`src/rtl/serial_work_rx.sv`:
```
// serial_work_rx: 8N1 UART receiver that assembles 64-byte work frames into a
// 256-bit midstate and a 256-bit data2 word, both updated atomically per frame.
module serial_work_rx #(
    parameter int unsigned comm_clk_frequency = 50_000_000,
    parameter int unsigned baud_rate          = 115_200,
    parameter int unsigned idle_timeout       = comm_clk_frequency / 10
) (
    input  logic         clk,
    input  logic         reset_n,
    input  logic         RxD,
    output logic [255:0] midstate,
    output logic [255:0] data2,
    output logic         rx_done,
    output logic         byte_valid
);

    typedef enum logic [1:0] {
        IDLE,
        START,
        DATA,
        STOP
    } state_t;

    localparam int unsigned DIV = comm_clk_frequency / baud_rate;
    localparam int CW = $clog2(DIV);
    localparam int TW = $clog2(idle_timeout + 1);
    localparam logic [CW-1:0] HALF_LAST = CW'(DIV / 2 - 1);
    localparam logic [CW-1:0] BIT_LAST  = CW'(DIV - 1);
    localparam logic [TW-1:0] IDLE_LAST = TW'(idle_timeout - 1);

    logic          rx_meta;
    logic          rx_sync;
    logic          rx_prev;
    state_t        state;
    logic [CW-1:0] tick;
    logic [2:0]    bit_idx;
    logic [7:0]    rx_byte;
    logic          accept;
    logic [511:0]  shift;
    logic [5:0]    count;
    logic          load_pending;
    logic [TW-1:0] idle_cnt;

    // Synchronizer flops reset high so a reset never looks like a start edge.
    always_ff @(posedge clk or negedge reset_n) begin
        if (!reset_n) begin
            rx_meta <= 1'b1;
            rx_sync <= 1'b1;
            rx_prev <= 1'b1;
        end else begin
            rx_meta <= RxD;
            rx_sync <= rx_meta;
            rx_prev <= rx_sync;
        end
    end

    assign accept = (state == STOP) && (tick == BIT_LAST) && rx_sync;

    always_ff @(posedge clk or negedge reset_n) begin
        if (!reset_n) begin
            state      <= IDLE;
            tick       <= '0;
            bit_idx    <= '0;
            rx_byte    <= '0;
            byte_valid <= 1'b0;
        end else begin
            byte_valid <= accept;
            case (state)
                IDLE: begin
                    tick <= '0;
                    // A falling edge needs a high sample first, which also re-arms after a framing error.
                    if (rx_prev && !rx_sync) begin
                        state <= START;
                    end
                end
                START: begin
                    if (tick == HALF_LAST) begin
                        tick    <= '0;
                        bit_idx <= '0;
                        state   <= rx_sync ? IDLE : DATA;
                    end else begin
                        tick <= tick + CW'(1);
                    end
                end
                DATA: begin
                    if (tick == BIT_LAST) begin
                        tick    <= '0;
                        rx_byte <= {rx_sync, rx_byte[7:1]};
                        if (bit_idx == 3'd7) begin
                            state <= STOP;
                        end else begin
                            bit_idx <= bit_idx + 3'd1;
                        end
                    end else begin
                        tick <= tick + CW'(1);
                    end
                end
                STOP: begin
                    if (tick == BIT_LAST) begin
                        tick  <= '0;
                        state <= IDLE;
                    end else begin
                        tick <= tick + CW'(1);
                    end
                end
                default: begin
                    tick  <= '0;
                    state <= IDLE;
                end
            endcase
        end
    end

    // Frame assembly and idle timeout; an accepted byte takes priority over the timeout.
    always_ff @(posedge clk or negedge reset_n) begin
        if (!reset_n) begin
            shift        <= '0;
            count        <= '0;
            load_pending <= 1'b0;
            idle_cnt     <= '0;
        end else begin
            if (accept) begin
                shift        <= {shift[503:0], rx_byte};
                count        <= count + 6'd1;
                load_pending <= (count == 6'd63);
                idle_cnt     <= '0;
            end else begin
                load_pending <= 1'b0;
                if (state != IDLE || count == 6'd0) begin
                    idle_cnt <= '0;
                end else if (idle_cnt == IDLE_LAST) begin
                    idle_cnt <= '0;
                    count    <= '0;
                end else begin
                    idle_cnt <= idle_cnt + TW'(1);
                end
            end
        end
    end

    always_ff @(posedge clk or negedge reset_n) begin
        if (!reset_n) begin
            midstate <= '0;
            data2    <= '0;
            rx_done  <= 1'b0;
        end else begin
            rx_done <= load_pending;
            if (load_pending) begin
                midstate <= shift[511:256];
                data2    <= shift[255:0];
            end
        end
    end

endmodule

```
`config.mk`:
```
export PLATFORM = sky130hd
export DESIGN_NAME = serial_work_rx
export DESIGN_NICKNAME = d
export VERILOG_FILES = /design/src/rtl/serial_work_rx.sv
export SDC_FILE = /design/constraint.sdc
export NUM_CORES = 2
export LEC_CHECK = 0
export ABC_CLOCK_PERIOD_IN_PS = 4800
export BUFFER_PORTS_ARGS = -buffer_cell sky130_fd_sc_hd__buf_2
export CAP_MARGIN = 20
export CORE_UTILIZATION = 50
export CTS_BUF_LIST = sky130_fd_sc_hd__clkbuf_16
export DETAILED_ROUTE_END_ITERATION = 10
export GPL_TIMING_DRIVEN = 0
export PLACE_DENSITY = 0.7
export RECOVER_POWER = 50
export SETUP_SLACK_MARGIN = 0.05
export SLEW_MARGIN = 25
export SYNTH_ARGS = -nofsm -noshare
export SYNTH_HDL_FRONTEND = slang
export SYNTH_SLANG_ARGS = --single-unit
```
`constraint.sdc`:
```
create_clock -name clk -period 4.8 [get_ports clk]
set_clock_uncertainty 0.2 [all_clocks]
set_input_delay 0.48 -clock clk [delete_from_list [all_inputs] [get_ports clk]]
set_output_delay 0.48 -clock clk [all_outputs]
set_load 0.01 [all_outputs]
```
==> results.yml <==
outcome:
  outcome: "complete, no violations"
finish:
  utilization: 0.592
  diodes: 0
  final_cells: 5293
  syn_to_final_growth_pct: 16.9
  regArea_sq_mm: 0.0271
  layout.nets: 4162
  drive_gt1_frac: 0.185
  post-route-cell-area_sq_mm: 0.0477
  fillCellCount: 6882
  multiInputGateArea_sq_mm: 0.0128
clock_network:
  cts_sinks: 1081
  clk_latency_ns: 0.67
  postCtsSetupBuffers: 0
  numCtsBuffers: 111
  cts_tree: "done"
  cts_htree_levels: 3
  root_buffer: "clkbuf_16"
  path_clk_slew_ns: 0.06
  clockBufferDepth: 3
hold_path:
  hold_class: "in2async"
placement:
  place_inst: 5096
  port_buffers: 516
  gp_congestion: 0.846
  place_hpwl_mm: 67.6
  placed_area_sq_mm: 0.0449
detailed_routing:
  first_iter_violations: 1526
  vias: 26900
  wl_per_cell_um: 18.1
  drc: 0
  drt-total-wl_mm: 95.7
  antenna_left: 0
  dr.pass1.iters: 7
  via_per_inst: 5.09
logic_synthesis:
  ys_types: 50
  synth_area_sq_mm: 0.0408
  synth_area_per_cell_sq_um: 11.6
  yosys.area.top_type: "dfrtp_1"
  synth.net_count: 3522
  syn-instance-count: 3511
  yosysSeqAreaShare: 0.664
  ys_warn_count: 0
  ys_seq_elements: 1081
  synth_edf_count: 0
  async_flop_share: 1.00
  synth_ff_type: "dfrtp_1"
  synth_top_area_share: 0.662
  synthTopCellsByArea: "dfrtp_1 (66%), mux2_2 (14%), nand2_1 (14%)"
worst_setup_path:
  crit-reg2reg-launch: "load_pending$_DFF_PN0_"
  cp.arrival_ns: 3.76
  required_ns: 5.34
  crit_end: "midstate[159]$_DFFE_PN0P_"
  ff2ff_setup_slack_ns: 1.77
  cp-end-kind: "asynchronous set/reset pin"
  critPathKind: "in2async"
  cp-start-kind: "input pin"
  cp_max_fo: 129
  reg2regPathDepth: 4
  cp-startpoint: "reset_n"
  reg2reg_to: "midstate[31]$_DFFE_PN0P_"
timing:
  tightest_slew_ns: 1.11
  period_minus_slack_ns: 3.22
  fin_crit_sh: 0.670
  fmax_ghz: 0.311
  rsz0062_at_grt: "no"
  slew_violations: 0
  hold_viol_final: 0
  slew-limit-headroom: 0.261
  fin_setup_tns_ns: 0
  setup_viol: 0
power_and_ir_drop:
  pwr-share-clk: 0.459
  power_frac_seq: 0.523
  total_power_mw: 17.5
  p_per_area_mw_per_mm2: 368
  comb_power_share: 0.018
  vdd_drop_max_uv: 331
  internal_power_mw: 13.7
  swShare: 0.217
  p_sw_mw: 3.81
  p_leak_nw: 25.5
floorplanning:
  die_h_um: 288
  ios: 517
  start_util: 0.506
  floorplan.die_area_sq_mm: 0.0827
  core-area_sq_mm: 0.0805
  die_x_um: 288
  rows: 104
global_routing:
  antenna_found_initial: 0
  grt_pass1_vias: 27100
  grt_overflow: 0
  grtUsageTotal: 0.233
  grt_max_degree: 130
  grt_first_pass_wirelength_mm: 151
run:
  cap_violations: 0
==> logic make-up after synthesis <==
kind of cell,count (synthesis),synth area share
AOI/OAI and AO/OA,36,0.00617
adders and majority gates,8,0.00246
muxes,524,0.145
buffers and inverters,192,0.0219
and+or+nand+nor,1649,0.157
xor gates and xnor gates,21,0.00451
DFF,1081,0.664
==> final cells by class <==
cell class | count | share of cell area
Tap cell | 1060 | 0.0278
Clock buffer | 113 | 0.0593
Multi-Input combinational cell | 2238 | 0.268
Clock inverter | 82 | 0.0122
Sequential cell | 1081 | 0.568
Inverter | 11 | 0.000866
Timing Repair Buffer | 527 | 0.0466
Buffer | 181 | 0.0172
==> critical path: stages <==
cell and delay (ns):
dlygate4sd3_1 0.57, buf_12 0.32, buf_16 0.45, buf_16 0.49, buf_16 0.50, buf_16 0.49
==> per-stage QoR <==
stage	hold slack, ns	setup WS (ns)
floorplan	-0.0156	2.78
global placement	0.146	-20.39
detailed placement	0.147	1.45
CTS	0.0873	1.57
global route	0.115	1.22
finish	0.106	1.58
==> repair_timing <==
| action | 4_1_cts | 5_1_grt |
|---|---|---|
| resized for setup | 0 | 0 |
| hold buffers | 2 | 0 |
| hold endpoints to repair | 253 | 0 |
==> worst min-delay path by stage <==
stage	start	to
floorplan	reset_n	asynchronous set/reset pin
global placement	rx_meta$_DFF_PN1_	rx_sync$_DFF_PN1_
detailed placement	rx_meta$_DFF_PN1_	rx_sync$_DFF_PN1_
CTS	reset_n	data2[140]$_DFFE_PN0P_
global route	reset_n	data2[140]$_DFFE_PN0P_
finish	reset_n	data2[140]$_DFFE_PN0P_
==> cell usage after synthesis (2+ instances only) <==
master	n
nor3_1	6
and3_1	3
xor2_1	9
o211ai_1	3
or3_1	7
dfrtp_1	1078
and4_1	3
inv_1	10
o21ai_0	10
buf_4	3
mux2i_1	4
ha_1	8
buf_2	122
nor4b_1	2
and2_1	2
nand4_1	8
clkbuf_1	48
dfstp_2	3
o2bb2ai_1	2
mux2_2	520
nand2_1	1553
nand3_1	16
nor4_1	2
o31ai_1	5
or4_1	3
xnor2_1	12
a21oi_1	9
nor2_1	31
buf_1	6
nor2b_1	3
==> power groups by stage <==
stage,logic (mW),clock network (mW),registers (mW)
6_report,0.320,8.05,9.17
4_1_cts,0.354,8.23,9.17
2_1_floorplan,0.117,0,9.33
5_1_grt,0.381,8.56,9.17
3_3_place_gp,0.320,0,9.35
3_5_place_dp,0.349,0,9.34
==> flip-flops by register name (all words and copies together) (netlist names), named ones only <==
| register | flops |
|---|---|
| load_pending | 1 |
| state | 1 |
| rx_byte | 8 |
| idle_cnt | 23 |
| rx_prev | 1 |
| tick | 9 |
| rx_meta | 1 |
| rx_done | 1 |
| midstate | 256 |
| bit_idx | 3 |
| shift | 512 |
| data2 | 256 |
| byte_valid | 1 |
| count | 6 |
| rx_sync | 1 |
==> layout by cell type, fill, tap and decap left out, drive strengths merged, types with 4 or more instances in the layout <==
master,netlist,layout
clkinv,0,49
ha,8,8
nor2,31,31
a21oi,9,9
mux2,520,520
o31ai,5,5
nand2,1553,1553
nand3,16,16
nand4,10,10
dfrtp,1078,1078
mux2i,4,4
bufinv,0,5
or3,7,7
nor3,6,6
clkbuf,49,697
xnor2,12,12
o21ai,10,10
inv,11,37
xor2,9,9
buf,132,122
==> routing by layer <==
metal | vias to the layer above | share of wire | GRT usage
li1 | 12600 | - | -
met1 | 13600 | 0.43 | 0.318
met2 | 622 | 0.47 | 0.364
met3 | 130 | 0.073 | 0.0612
met4 | 0 | 0.023 | 0.0717
met5 | - | 0 | 0
Power figures use the tool's default switching activity.
